--- src/rtl/mux_n_pipe.sv ---
// -----------------------------------------------------------------------------
// mux_n_pipe
//
// Selects one of CHANNELS input channels into a registered output. Every input
// channel and the output use a valid/ready handshake. The channel is picked
// either by an explicit index (rr_mode=0) or by round-robin arbitration over
// the valid channels (rr_mode=1).
//
// Optional feature, enabled by defining the macro MUX_N_PIPE_SKID_EN:
//   a one-entry skid register behind the output entry (capacity 2). With the
//   skid, d_ready no longer has a combinational path from result_ready.
//
// Parameters:
//   WIDTH    - data width per channel
//   CHANNELS - number of input channels (>= 2)
//   SEL_W    - select/grant width (>= ceil(log2(CHANNELS)))
//
// Ports:
//   clk          in   rising-edge clock
//   reset        in   asynchronous active-high reset
//   d            in   packed channel data, channel i at [i*WIDTH +: WIDTH]
//   d_valid      in   per-channel valid
//   d_ready      out  per-channel accept (one-hot or zero)
//   select       in   explicit channel index (rr_mode=0)
//   rr_mode      in   0 = explicit select, 1 = round-robin
//   result       out  selected data
//   result_valid out  result holds unconsumed data
//   result_ready in   consumer accept
//   grant        out  index of the channel whose data is on result
// -----------------------------------------------------------------------------
module mux_n_pipe #(
    parameter int WIDTH    = 3,
    parameter int CHANNELS = 4,
    parameter int SEL_W    = 2
) (
    input  logic                      clk,
    input  logic                      reset,
    input  logic [CHANNELS*WIDTH-1:0] d,
    input  logic [CHANNELS-1:0]       d_valid,
    output logic [CHANNELS-1:0]       d_ready,
    input  logic [SEL_W-1:0]          select,
    input  logic                      rr_mode,
    output logic [WIDTH-1:0]          result,
    output logic                      result_valid,
    input  logic                      result_ready,
    output logic [SEL_W-1:0]          grant
);

    logic [WIDTH-1:0] d_arr [CHANNELS];
    logic [SEL_W-1:0] ptr_reg;
    logic [SEL_W-1:0] chosen;
    logic             chosen_ok;
    logic             free;
    logic             transfer;
    logic [WIDTH-1:0] in_data;
    logic [SEL_W-1:0] ptr_next;

    logic [WIDTH-1:0] result_reg;
    logic [SEL_W-1:0] grant_reg;
    logic             valid_reg;

    // Unpack channel data and build the per-channel accept. d_ready is held
    // low while reset is asserted, even though free would otherwise be true.
    generate
        for (genvar gi = 0; gi < CHANNELS; gi++) begin : g_chan
            assign d_arr[gi]   = d[gi*WIDTH +: WIDTH];
            assign d_ready[gi] = !reset && free && chosen_ok && (chosen == SEL_W'(gi));
        end
    endgenerate

    // Channel choice. In round-robin mode scan downward so the last hit is
    // the first valid channel at or after ptr (wrapping).
    always_comb begin : p_choose
        int idx;
        idx       = 0;
        chosen    = '0;
        chosen_ok = 1'b0;
        if (!rr_mode) begin
            if (32'(select) < CHANNELS) begin
                chosen    = select;
                chosen_ok = 1'b1;
            end
        end else begin
            for (int k = CHANNELS - 1; k >= 0; k--) begin
                idx = (32'(ptr_reg) + k) % CHANNELS;
                if (d_valid[idx]) begin
                    chosen    = SEL_W'(idx);
                    chosen_ok = 1'b1;
                end
            end
        end
    end

    always_comb begin
        in_data = '0;
        for (int i = 0; i < CHANNELS; i++) begin
            if (chosen == SEL_W'(i)) in_data = d_arr[i];
        end
    end

    assign transfer = |(d_valid & d_ready);
    assign ptr_next = (chosen == SEL_W'(CHANNELS - 1)) ? '0 : chosen + SEL_W'(1);

    always_ff @(posedge clk or posedge reset) begin
        if (reset) begin
            ptr_reg <= '0;
        end else if (transfer && rr_mode) begin
            ptr_reg <= ptr_next;
        end
    end

`ifdef MUX_N_PIPE_SKID_EN
    logic [WIDTH-1:0] skid_data_reg;
    logic [SEL_W-1:0] skid_grant_reg;
    logic             skid_full_reg;

    // Accepting only depends on the skid slot, so result_ready never reaches
    // d_ready combinationally.
    assign free = !skid_full_reg;

    always_ff @(posedge clk or posedge reset) begin
        if (reset) begin
            result_reg     <= '0;
            grant_reg      <= '0;
            valid_reg      <= 1'b0;
            skid_data_reg  <= '0;
            skid_grant_reg <= '0;
            skid_full_reg  <= 1'b0;
        end else if (skid_full_reg) begin
            // Both entries occupied: no input can transfer; drain in order.
            if (result_ready) begin
                result_reg    <= skid_data_reg;
                grant_reg     <= skid_grant_reg;
                skid_full_reg <= 1'b0;
            end
        end else if (transfer) begin
            if (!valid_reg || result_ready) begin
                result_reg <= in_data;
                grant_reg  <= chosen;
                valid_reg  <= 1'b1;
            end else begin
                skid_data_reg  <= in_data;
                skid_grant_reg <= chosen;
                skid_full_reg  <= 1'b1;
            end
        end else if (valid_reg && result_ready) begin
            valid_reg <= 1'b0;
        end
    end
`else
    assign free = !valid_reg || result_ready;

    always_ff @(posedge clk or posedge reset) begin
        if (reset) begin
            result_reg <= '0;
            grant_reg  <= '0;
            valid_reg  <= 1'b0;
        end else if (transfer) begin
            result_reg <= in_data;
            grant_reg  <= chosen;
            valid_reg  <= 1'b1;
        end else if (result_ready) begin
            valid_reg <= 1'b0;
        end
    end
`endif

    assign result       = result_reg;
    assign grant        = grant_reg;
    assign result_valid = valid_reg;

endmodule

--- config.mk ---
export PLATFORM = sky130hd
export DESIGN_NAME = mux_n_pipe
export DESIGN_NICKNAME = d
export VERILOG_FILES = /design/src/rtl/mux_n_pipe.sv
export SDC_FILE = /design/constraint.sdc
export NUM_CORES = 1
export LEC_CHECK = 0
export BUFFER_PORTS_ARGS = -buffer_cell sky130_fd_sc_hd__buf_4
export CELL_PAD_IN_SITES_DETAIL_PLACEMENT = 1
export CELL_PAD_IN_SITES_GLOBAL_PLACEMENT = 2
export CORE_ASPECT_RATIO = 1.1
export CORE_MARGIN = 8
export CORE_UTILIZATION = 26
export CTS_CLUSTER_SIZE = 10
export DETAILED_ROUTE_END_ITERATION = 10
export PLACE_DENSITY = 0.78
export SYNTH_ARGS = -nofsm -noshare
export SYNTH_HDL_FRONTEND = slang
export SYNTH_SLANG_ARGS = --single-unit
--- constraint.sdc ---
create_clock -name clk -period 5.2 [get_ports clk]
set_input_delay 0.26 -clock clk [delete_from_list [all_inputs] [get_ports clk]]
set_output_delay 0.26 -clock clk [all_outputs]
set_load 0.005 [all_outputs]
Word-level counts from Yosys, hierarchy flattened
Cells that the tools add are included.
W data, S select, Z words.
Word-level totals
  bits in registers: 8
  latch bits: 0
  RAM bits: 0
  ROM bits: 0
  bits of input ports: 22
  memories kept: 0
Operators by class
  add/sub/neg operators: 4
  multipliers: 0
  div/mod/pow operators: 0
  order comparisons: 4
  eq/ne operators: 3
  shifts and indexed selects: 0
  multiplexer cells: 25
  bitwise operators: 1
  reduce and logical (&&, ||, !) cells: 13
Operators by type and width (count)
  $lt A2 B3 Y1 const B: 4
  $mux W2: 6
  $mux W3: 4
  $mux W1: 11
  $bmux W1 S2: 4
  $logic_and A1 B1 Y1: 7
  $add A2 B1 Y2 const B: 2
  $add A2 B2 Y2 const B: 2
  $and A4 B4 Y4: 1
  $eq A2 B2 Y1 const B: 2
  $reduce_or A4 Y1: 1
  $eq A2 B1 Y1 const B: 1
  $logic_not A1 Y1: 2
  $logic_not A2 Y1: 1
  $reduce_bool A2 Y1: 1
  $logic_or A1 B1 Y1: 1

Longest topological paths before layout
  word-level depth: 13
  gate-level depth with buffers: 9

Least setup slack after synthesis
Ideal clock, no wire load.
  kind: register -> register
  start: register ptr_reg[1]
  end: register ptr_reg[1]
  library setup time: 0.125 ns
  data arrival time: 2.104 ns
  required time: 5.075 ns
  path slack: 2.971 ns
  cell stages (with the launch flop): 9
  clock period less this slack: 2.229 ns
  cell sequence: dfrtp_1 > a21boi_0 > o32ai_1 > inv_1 > ha_1 > a22oi_1 > nand2_1 > and3_4 > mux2_4
On the way
  word-level cells in the longest chain between the ends: 13
Ends and longest elaborated chain
  from (decl): line 50  | logic [SEL_W-1:0] ptr_reg;
  from (signal assigned): line 108  | ptr_reg <= ptr_next;
  $add A2 B2 Y2: line 85  | idx = (32'(ptr_reg) + k) % CHANNELS;
  $bmux W1 S2: line 86  | if (d_valid[idx]) begin
  $mux W1 (not written as such): line 86
  $mux W2 (3 in a row): line 86
  $mux W2 *: line 86
  $mux W2 *: line 78  | if (!rr_mode) begin
  via chosen[0]: line 51  | logic [SEL_W-1:0] chosen;
  $eq A2 B1 Y1, or another cell as far along: line 67  | assign d_ready[gi] = !reset && free && chosen_ok && (chosen == SEL_W'(gi));
  $logic_and A1 B1 Y1: line 67
  $and A4 B4 Y4: line 101  | assign transfer = |(d_valid & d_ready);
  $reduce_or A4 Y1: line 101
  $logic_and A1 B1 Y1: line 107  | end else if (transfer && rr_mode) begin
The timed path passes the listed nets; every way through them passes the cells marked *. The select of a mux whose other input is x is not followed.
A chain may end at the register's enable or synchronous reset.

Worst setup path in the final report
  start: register ptr_reg[1]
  end: register result_reg[0] (netlist: result[0])
On the way
  word-level cells in the longest chain between the ends: 13
Ends and longest elaborated chain
  $add A2 B2 Y2: line 85
  $bmux W1 S2: line 86
  $mux W1 (not written as such): line 86
  $mux W2 (3 in a row): line 86
  $mux W2 *: line 86
  $mux W2 *: line 78
  via chosen[0]: line 51
  $logic_not A2 Y1: line 67, 97
  $mux W3 (4 in a row): line 97  | if (chosen == SEL_W'(i)) in_data = d_arr[i];
  to (signal assigned): line 159  | result_reg <= in_data;
  to (decl): line 58  | logic [WIDTH-1:0] result_reg;
Marked as above.

==> flow_summary.ini <==
[pwr]
p_per_area_nw_per_um2 = 352
total_power_uw = 333
p_leak_uw = 0.000449
irDropWorstVdd_uv = 177

[synth]
synthArstFlopShare_pct = 100
synth_ff_type = dfrtp_1
ys_seq_area_share_pct = 31.3
avgSynthCellArea_sq_um = 9.56
synth.distinct_cells = 28
syn_inst = 67
synth-edff-count = 0
synth_nets = 93
netlist_area_sq_um = 641
synth-seq-cells = 8
synth_warnings = 0

[floorplanning]
initial_core_util_pct = 26.4
dieHeight_um = 68.1
pin_count = 32
rows = 19
die_w_um = 63.3
die_area_sq_um = 4310
core_area_sq_um = 2420

[drt]
drc = 0
routed_wl_um = 1910
ant_nets = 0
vias = 626
wl_per_cell_um = 14.4
vias_per_cell = 4.71
first_pass_iters = 2
drt_iter0_drc = 3

[grt]
use_met1_pct = 9.93
grt_max_degree = 9
grt_pass1_wl_um = 3130
grt_overflow = 0
gr-usage-met3_pct = 2.45
grt_pass1_vias = 707
top_usage_layer = met2
antenna_found_initial = 0
gr-usage-met2_pct = 15.8
grt_use_total_pct = 8.85

[sta]
max_clock_freq_mhz = 395
rsz0062_at_grt = false
relSlewSlack_pct = 65.7
period_minus_slack_ns = 2.53
drv_slew = 0
period_share_pct = 48.7
worstMarginPinSlew_ns = 0.513
finalHoldViolCount = 0
tns_ns = 0
clock_skew_ns = 0.00513
setup_viol = 0
layout_setup_ws_ns = 2.67

[cts]
clk_pin_slew_ns = 0.05
postCtsSetupRepairBufs = 0
clk_latency_ns = 0.24
cts_tree = built
cts_root_buffer = clkbuf_4
cts_sinks = 8
cts_made_buffers = 3
cts_max_level = 1
clk_path_buf_depth = 2

[finish]
antenna-diode-count = 0
final_common_cell = buf_4
fin_cells = 133
drive_above_1_share_pct = 44.1
area_growth_pct = 47.5
largest_register_ffs = 3
design_area_sq_um = 945
nets = 130
final_cell_mix = 31 x buf_4, 8 x dfrtp_1, 6 x nor2b_1

[setup_path]
crit_path_start_kind = flop
critPathRequiredTime_ns = 5.32
crit_arrival_ns = 2.65
end_kind = flop
critPathKind = reg2reg
path_max_fanout = 8

[run]
maxCapViolCount = 0

[place]
dp_hpwl_um = 1670
place_ws_ns = 2.66
place_congestion = 0.759
placedCellCount = 129
place_area_sq_um = 912
portBuffers = 31

[min_path]
hp-class = in2reg

[run_status]
outcome = complete, no violations
[cell usage after synthesis, drive strengths merged, types with 2 or more instances]
library cell | number | area, sq um
a21oi | 2 | 10.0
a221oi | 3 | 26.3
a22oi | 2 | 15.0
and2 | 4 | 25.0
dfrtp | 8 | 200
ha | 4 | 50.1
inv | 5 | 18.8
mux2 | 6 | 71.3
nand2 | 5 | 21.3
nand2b | 4 | 25.0
nor2b | 7 | 46.3
o21ai | 2 | 10.0
o31ai | 3 | 22.5
[repair_timing]
| item | CTS | global route |
|---|---|---|
| endpoints found under the hold margin | 8 | 0 |
| hold buffers | 1 | 0 |
| gates resized for setup | 0 | 0 |
[stage by stage]
| step | util [%] | hold slack, ns |
|---|---|---|
| 2_1_floorplan | - | 0.0757 |
| 3_3_place_gp | 37.6 | 0.241 |
| 3_5_place_dp | 37.6 | 0.245 |
| 4_1_cts | 39.0 | 0.328 |
| 5_1_grt | 39.0 | 0.335 |
| 6_report | 39.0 | 0.325 |
[final cells by class]
type	instances	area [sq um]
fillers	303	1480
well taps	31	38.8
clock buffers	3	22.5
repair buffers	32	243
inverters	5	18.8
flip-flops and latches	8	200
multi-input cells	54	422
[final timing paths]
path | from | to | slack (ns) | cells past startpoint
min in group asynchronous | reset | ptr_reg[1]$_DFFE_PP0P_ | 0.53 | 3
max in group asynchronous | reset | result[0]$_DFFE_PP0P_ | 4.43 | 3
hold reg to reg | result[2]$_DFFE_PP0P_ | result[2]$_DFFE_PP0P_ | 0.50 | 1
hold / removal | result_ready | result_valid$_DFFE_PP0P_ | 0.33 | 3
setup / recovery | ptr_reg[1]$_DFFE_PP0P_ | result[0]$_DFFE_PP0P_ | 2.67 | 8
setup reg to reg | ptr_reg[1]$_DFFE_PP0P_ | result[0]$_DFFE_PP0P_ | 2.67 | 8
[critical path, stage by stage, from the launching register on]
cell	delay, ns
dfrtp_1	0.44
a21boi_0	0.18
o32ai_1	0.52
inv_1	0.14
ha_1	0.31
a22oi_1	0.22
nand2_1	0.11
nand2_2	0.15
mux2_2	0.35
[report_power, final]
group          internal, uW  total (uW)  switching (uW)
Sequential             91.1         111            19.7
Clock                  26.2        44.9            18.6
Combinational           102         177            75.0
Total                   219         333             113
[logic make-up after synthesis]
| group | synth area share, % |
|---|---|
| AO/OA/AOI/OAI | 20.5 |
| adder cells (fa/ha/maj) | 7.81 |
| multiplexers | 12.7 |
| buffers and inverters | 2.93 |
| flip-flops | 31.2 |
| AND/OR/NAND/NOR | 24.8 |
[per-layer routing]
| metal | vias to the layer above | wire, um |
|---|---|---|
| met5 | - | 0 |
| met4 | 0 | 14 |
| met3 | 2 | 76 |
| met2 | 11 | 984 |
| met1 | 297 | 835 |
| li1 | 316 | - |
No activity file was read; power rests on OpenSTA's default activity.
